$ cat src/rtl/systolic_pkg.sv
// Shared types and helpers for the systolic operand skew path.
package systolic_pkg;

  typedef enum logic [1:0] {IDLE, FEED, FLUSH} skew_state_t;

  // Zero-based tap of column c, i.e. its delay in advances minus one.
  function automatic int unsigned skew_tap(input int unsigned base, input int unsigned cols,
                                           input int unsigned c, input logic rev);
    return rev ? (base + cols - 2 - c) : (base + c - 1);
  endfunction

endpackage

$ cat src/rtl/skew_tap_line.sv
// Shift line of tagged elements with a runtime output tap; one instance per array column.
module skew_tap_line #(
  parameter int unsigned Width = 9,
  parameter int unsigned Depth = 8,
  parameter int unsigned TapW  = 3
) (
  input  logic             clk,
  input  logic             rst_n,
  input  logic             shift,
  input  logic [Width-1:0] din,
  input  logic [TapW-1:0]  tap,
  output logic [Width-1:0] dout
);

  logic [Depth-1:0][Width-1:0] line_q, line_d;

  always_comb begin
    line_d = line_q;
    if (shift) begin
      line_d[0] = din;
      for (int i = 1; i < Depth; i++) line_d[i] = line_q[i-1];
    end
  end

  always_ff @(posedge clk or negedge rst_n) begin
    if (!rst_n) line_q <= '0;
    else        line_q <= line_d;
  end

  assign dout = line_q[tap];

endmodule

$ cat src/rtl/mem_skew_loader.sv
// Accepts one B-operand tile row by row and presents each column with its own skew delay,
// zero padded and tagged, for the systolic array column inputs.
module mem_skew_loader
  import systolic_pkg::*;
#(
  parameter int unsigned BITS_AB  = 8,
  parameter int unsigned ROWS     = 8,
  parameter int unsigned COLS     = 8,
  parameter int unsigned BASE_DLY = 8
) (
  input  logic                                clk,
  input  logic                                rst_n,
  input  logic                                en,
  input  logic                                start,
  input  logic                                rev,
  input  logic                                in_valid,
  output logic                                in_ready,
  input  logic signed [COLS-1:0][BITS_AB-1:0] Bin,
  output logic signed [COLS-1:0][BITS_AB-1:0] Bout,
  output logic [COLS-1:0]                     out_valid,
  output logic                                busy,
  output logic                                done
);

  localparam int unsigned MAXD   = BASE_DLY + COLS - 1;
  localparam int unsigned RowW   = $clog2(ROWS + 1);
  localparam int unsigned FlW    = $clog2(MAXD + 1);
  localparam int unsigned TapW   = (MAXD > 1) ? $clog2(MAXD) : 1;
  localparam int unsigned FlLast = (MAXD > 1) ? MAXD - 1 : 1;

  typedef struct packed {
    logic                      vld;
    logic signed [BITS_AB-1:0] data;
  } elem_t;

  skew_state_t     state_q, state_d;
  logic [RowW-1:0] row_cnt_q, row_cnt_d;
  logic [FlW-1:0]  fl_cnt_q, fl_cnt_d;
  logic            rev_q, rev_d;
  logic            done_q, done_d;
  logic            accept, adv;

  // A stalled FEED cycle freezes every line so no bubble enters the skew.
  assign accept = (state_q == FEED) && en && in_valid;
  assign adv    = (state_q == FEED) ? accept : en;

  always_comb begin
    state_d   = state_q;
    row_cnt_d = row_cnt_q;
    fl_cnt_d  = fl_cnt_q;
    rev_d     = rev_q;
    done_d    = 1'b0;
    unique case (state_q)
      IDLE: begin
        if (en && start) begin
          state_d   = FEED;
          rev_d     = rev;
          row_cnt_d = '0;
        end
      end
      FEED: begin
        if (accept) begin
          row_cnt_d = row_cnt_q + 1'b1;
          if (row_cnt_q == RowW'(ROWS - 1)) begin
            state_d  = FLUSH;
            fl_cnt_d = '0;
          end
        end
      end
      FLUSH: begin
        if (en) begin
          fl_cnt_d = fl_cnt_q + 1'b1;
          if (fl_cnt_d == FlW'(FlLast)) begin
            state_d = IDLE;
            done_d  = 1'b1;
          end
        end
      end
      default: state_d = IDLE;
    endcase
  end

  always_ff @(posedge clk or negedge rst_n) begin
    if (!rst_n) begin
      state_q   <= IDLE;
      row_cnt_q <= '0;
      fl_cnt_q  <= '0;
      rev_q     <= 1'b0;
      done_q    <= 1'b0;
    end else begin
      state_q   <= state_d;
      row_cnt_q <= row_cnt_d;
      fl_cnt_q  <= fl_cnt_d;
      rev_q     <= rev_d;
      done_q    <= done_d;
    end
  end

  assign in_ready = (state_q == FEED);
  assign busy     = (state_q != IDLE);
  assign done     = done_q;

  for (genvar c = 0; c < COLS; c++) begin : g_col
    elem_t           din, dout;
    logic [TapW-1:0] tap;

    assign din.vld  = accept;
    assign din.data = accept ? Bin[c] : '0;
    assign tap      = TapW'(skew_tap(BASE_DLY, COLS, c, rev_q));

    skew_tap_line #(
      .Width ($bits(elem_t)),
      .Depth (MAXD),
      .TapW  (TapW)
    ) u_line (
      .clk   (clk),
      .rst_n (rst_n),
      .shift (adv),
      .din   (din),
      .tap   (tap),
      .dout  (dout)
    );

    assign Bout[c]      = dout.data;
    assign out_valid[c] = dout.vld;
  end

endmodule

$ cat config.mk
export PLATFORM = sky130hd
export DESIGN_NAME = mem_skew_loader
export DESIGN_NICKNAME = d
export VERILOG_FILES = /design/src/rtl/systolic_pkg.sv /design/src/rtl/skew_tap_line.sv /design/src/rtl/mem_skew_loader.sv
export SDC_FILE = /design/constraint.sdc
export NUM_CORES = 1
export LEC_CHECK = 0
export BUFFER_PORTS_ARGS = -buffer_cell sky130_fd_sc_hd__buf_2
export CORE_MARGIN = 2
export CORE_UTILIZATION = 45
export CTS_CLUSTER_DIAMETER = 40
export DETAILED_ROUTE_END_ITERATION = 8
export PLACE_DENSITY_LB_ADDON = 0.1
export SYNTH_ARGS = -nofsm -noshare
export SYNTH_HDL_FRONTEND = slang
export SYNTH_SLANG_ARGS = --single-unit
$ cat constraint.sdc
create_clock -name clk -period 2.1 [get_ports clk]
set_clock_uncertainty 0.15 [all_clocks]
set_input_delay 0.42 -clock clk [delete_from_list [all_inputs] [get_ports clk]]
set_output_delay 0.42 -clock clk [all_outputs]
set_load 0.02 [all_outputs]
==> metrics.yaml <==
start_kind: "register"
rows: 101
ys_top_cells_by_count: "2451 x nand2_1, 891 x dfrtp_1, 93 x buf_2"
antenna_cells_inserted: 0
period_needed_ns: 2.513
dr.pass1.iters: 5
grt_max_degree: 144
die_y_um: 281.8
slowest_stage: "dfrtp_4"
post-place-ws_ns: 0.1416
power.leakage_nw: 23.52
fin_crit_sh: 1.197
cts_max_level: 4
grt_pass1_vias: 23908
ant_nets: 0
synth.distinct_cells: 31
hold_class: "input pin to async pin"
syn_avg_cell_area_um2: 9.299
synth.yosys.seq_area_share: 0.6421
slowest_delay_ns: 0.52
worst-slew-pin-transition_ns: 0.5825
ys_seq_elements: 891
drtIter0Drc: 1467
p_per_area_nw_per_um2: 1548
gp_congestion: 0.7581
area_growth_pct: 22.10
synth-edff-count: 0
setup_tns_ns: -27.17
overflow: 0
numCtsBuffers: 135
grt_antenna_before_repair: 0
end_kind: "primary output"
max_cap_viol_count: 0
outcome: "finished, violations left"
drc_errors: 0
cp.required_ns: 1.53
slew_headroom: 0.6117
max_freq_mhz: 397.9
max-vdd-ir-drop_uv: 718.7
r2r-end: "g_col[2].u_line.line_q[105]"
yosysMostFrequentCell: "nand2_1"
dpl.cell_count: 4797
cts.clk_slew.worst_paths_ns: 0.05
setup_viol: 72
ys_async_sr_fraction: 1.000
synth_top_area_frac: 0.6421
drive_gt1_frac: 0.1362
routedWlPerCell_um: 13.61
clock_latency_ns: 0.70
r2r_start: "state_q[1]"
port_buffers: 144
routed_wl_mm: 69.65
regArea_um2: 22300
nFillCells: 6921
ys.flop_type: "dfrtp_1"
multiInputGateArea_um2: 10930
drv_slew: 0
fin_util: 0.5563
dieArea_um2: 79400
r2r_cells: 7
grt_pass1_wl_mm: 119.7
violations: "negative setup slack"
grt.total_usage: 0.1834
synth_nets: 3807
synthCells: 3734
rsz0062_at_grt: "yes"
finalWorstSetupSlack_ns: -0.4131
hold_viol_final: 0
arrival_ns: 1.94
io_pins: 145
vias_per_cell: 4.610
yosysWarnings: 0
fin_nets: 4054
yosysTopAreaCell: "dfrtp_1"
die_w_um: 281.8
cp_max_fo: 7
cts_max_path_buffers: 3
cts_tree: "yes"
start_util: 0.4557
syn_area_um2: 34720
dpl.hpwl_mm: 41.53
critPathKind: "register to primary output"
rrSetupSlack_ns: 0.14
cts-root-buf: "clkbuf_16"
fin_cells: 5119
cts.sinks: 891
num_vias: 23599
synth_area_leaders: "dfrtp_1 64%, nand2_1 26%, mux2_2 2.4%, buf_6 2.3%, a22o_1 1.6%"
path_cells: "buf_12 -> clkbuf_16 -> mux2_2 -> buf_6"
core_area_um2: 76200
==> layer usage <==
layer  part of all wire  GRT usage  vias up
met5                  0          0        -
met4              0.025    0.06833        0
met3              0.028    0.03182      129
met2               0.46     0.2918      240
met1               0.48     0.2530    11214
li1                   -          -    12016
==> stage by stage <==
| stage | hold slack (ns) | cell area [um2] | total power (W) |
|---|---|---|---|
| global route | 0.06041 | 42390 | 0.07025 |
| floorplan | -0.02559 | 34720 | 0.03796 |
| finish | 0.06046 | 42390 | 0.06561 |
| detailed placement | 0.1769 | 36660 | 0.04235 |
| CTS | 0.02940 | 42220 | 0.06620 |
| global placement | 0.1782 | 36660 | 0.04195 |
==> registers in the layout, indices dropped and copies added (netlist names) <==
signal / count
done: 1
fl_cnt_q: 4
row_cnt_q: 4
rev_q: 1
state_q: 2
g_col.u_line.line_q: 879
==> cell usage in the layout, fill, tap and decap left out, types with 2 or more instances in the layout <==
cell / instances
a21oi_1: 5
a22o_1: 64
a32o_1: 2
and3b_1: 2
buf_12: 54
buf_2: 113
buf_4: 45
buf_6: 31
buf_8: 4
bufinv_16: 18
clkbuf_1: 24
clkbuf_16: 142
clkbuf_8: 14
clkinv_2: 19
clkinv_4: 9
clkinv_8: 3
clkinvlp_4: 8
dfrtp_1: 889
dlygate4sd3_1: 68
ha_1: 3
inv_6: 9
mux2_2: 74
nand2_1: 2451
nand2b_1: 2
nand3_1: 2
nor2_1: 3
nor2b_1: 2
o21ai_0: 7
or2_2: 2
==> report_power, final <==
group / internal [W] / switching [W]
sequential: 0.0248 / 0.00440
combinational: 0.00584 / 0.00766
clock: 0.0150 / 0.00796
total: 0.0456 / 0.0200
==> cell type report <==
| cell class | count | area share |
|---|---|---|
| clock buffer | 178 | 0.08931 |
| tap | 1030 | 0.03040 |
| multi-input combinational | 2633 | 0.2579 |
| clock inverter | 67 | 0.02175 |
| sequential | 891 | 0.5260 |
| timing repair buffer | 318 | 0.07434 |
| inverter | 2 | 0.0002361 |
==> cells by family (layout without fill, tap and decap cells) <==
logic type | after synthesis | in the layout | share of synthesized area
and+or+nand+nor | 2473 | 2473 | 0.2693
adders and majority gates | 3 | 3 | 0.001081
AOI/OAI and AO/OA | 81 | 81 | 0.01921
buffers and inverters | 210 | 565 | 0.04367
xor gates and xnor gates | 1 | 1 | 0.0002523
muxes | 75 | 75 | 0.02432
DFF | 891 | 891 | 0.6421
==> critical path, delay by kind of cell, from the launching register on <==
family | cells | cell delay, ns
muxes | 1 | 0.28
buffers and inverters | 3 | 0.46
DFF | 1 | 0.52
==> repair_timing <==
action,CTS,global route
gates resized for setup,39,34
cloned,0,2
pin swaps,1,0
hold endpoints to repair,634,0
buffers inserted,5,2
hold buffers,68,0
setup endpoints to repair,74,75
==> how the worst max path moves through the flow <==
stage	from	to	slack [ns]
after floorplan	rev_q	Bout[0]	0.32
after global placement	rev_q	Bout[39]	0.17
after detailed placement	rev_q	Bout[14]	0.14
after CTS	rev_q	out_valid[7]	-0.47
after global routing	rev_q	Bout[51]	-0.48
final	rev_q	Bout[20]	-0.41
Power figures use the tool's default switching activity.
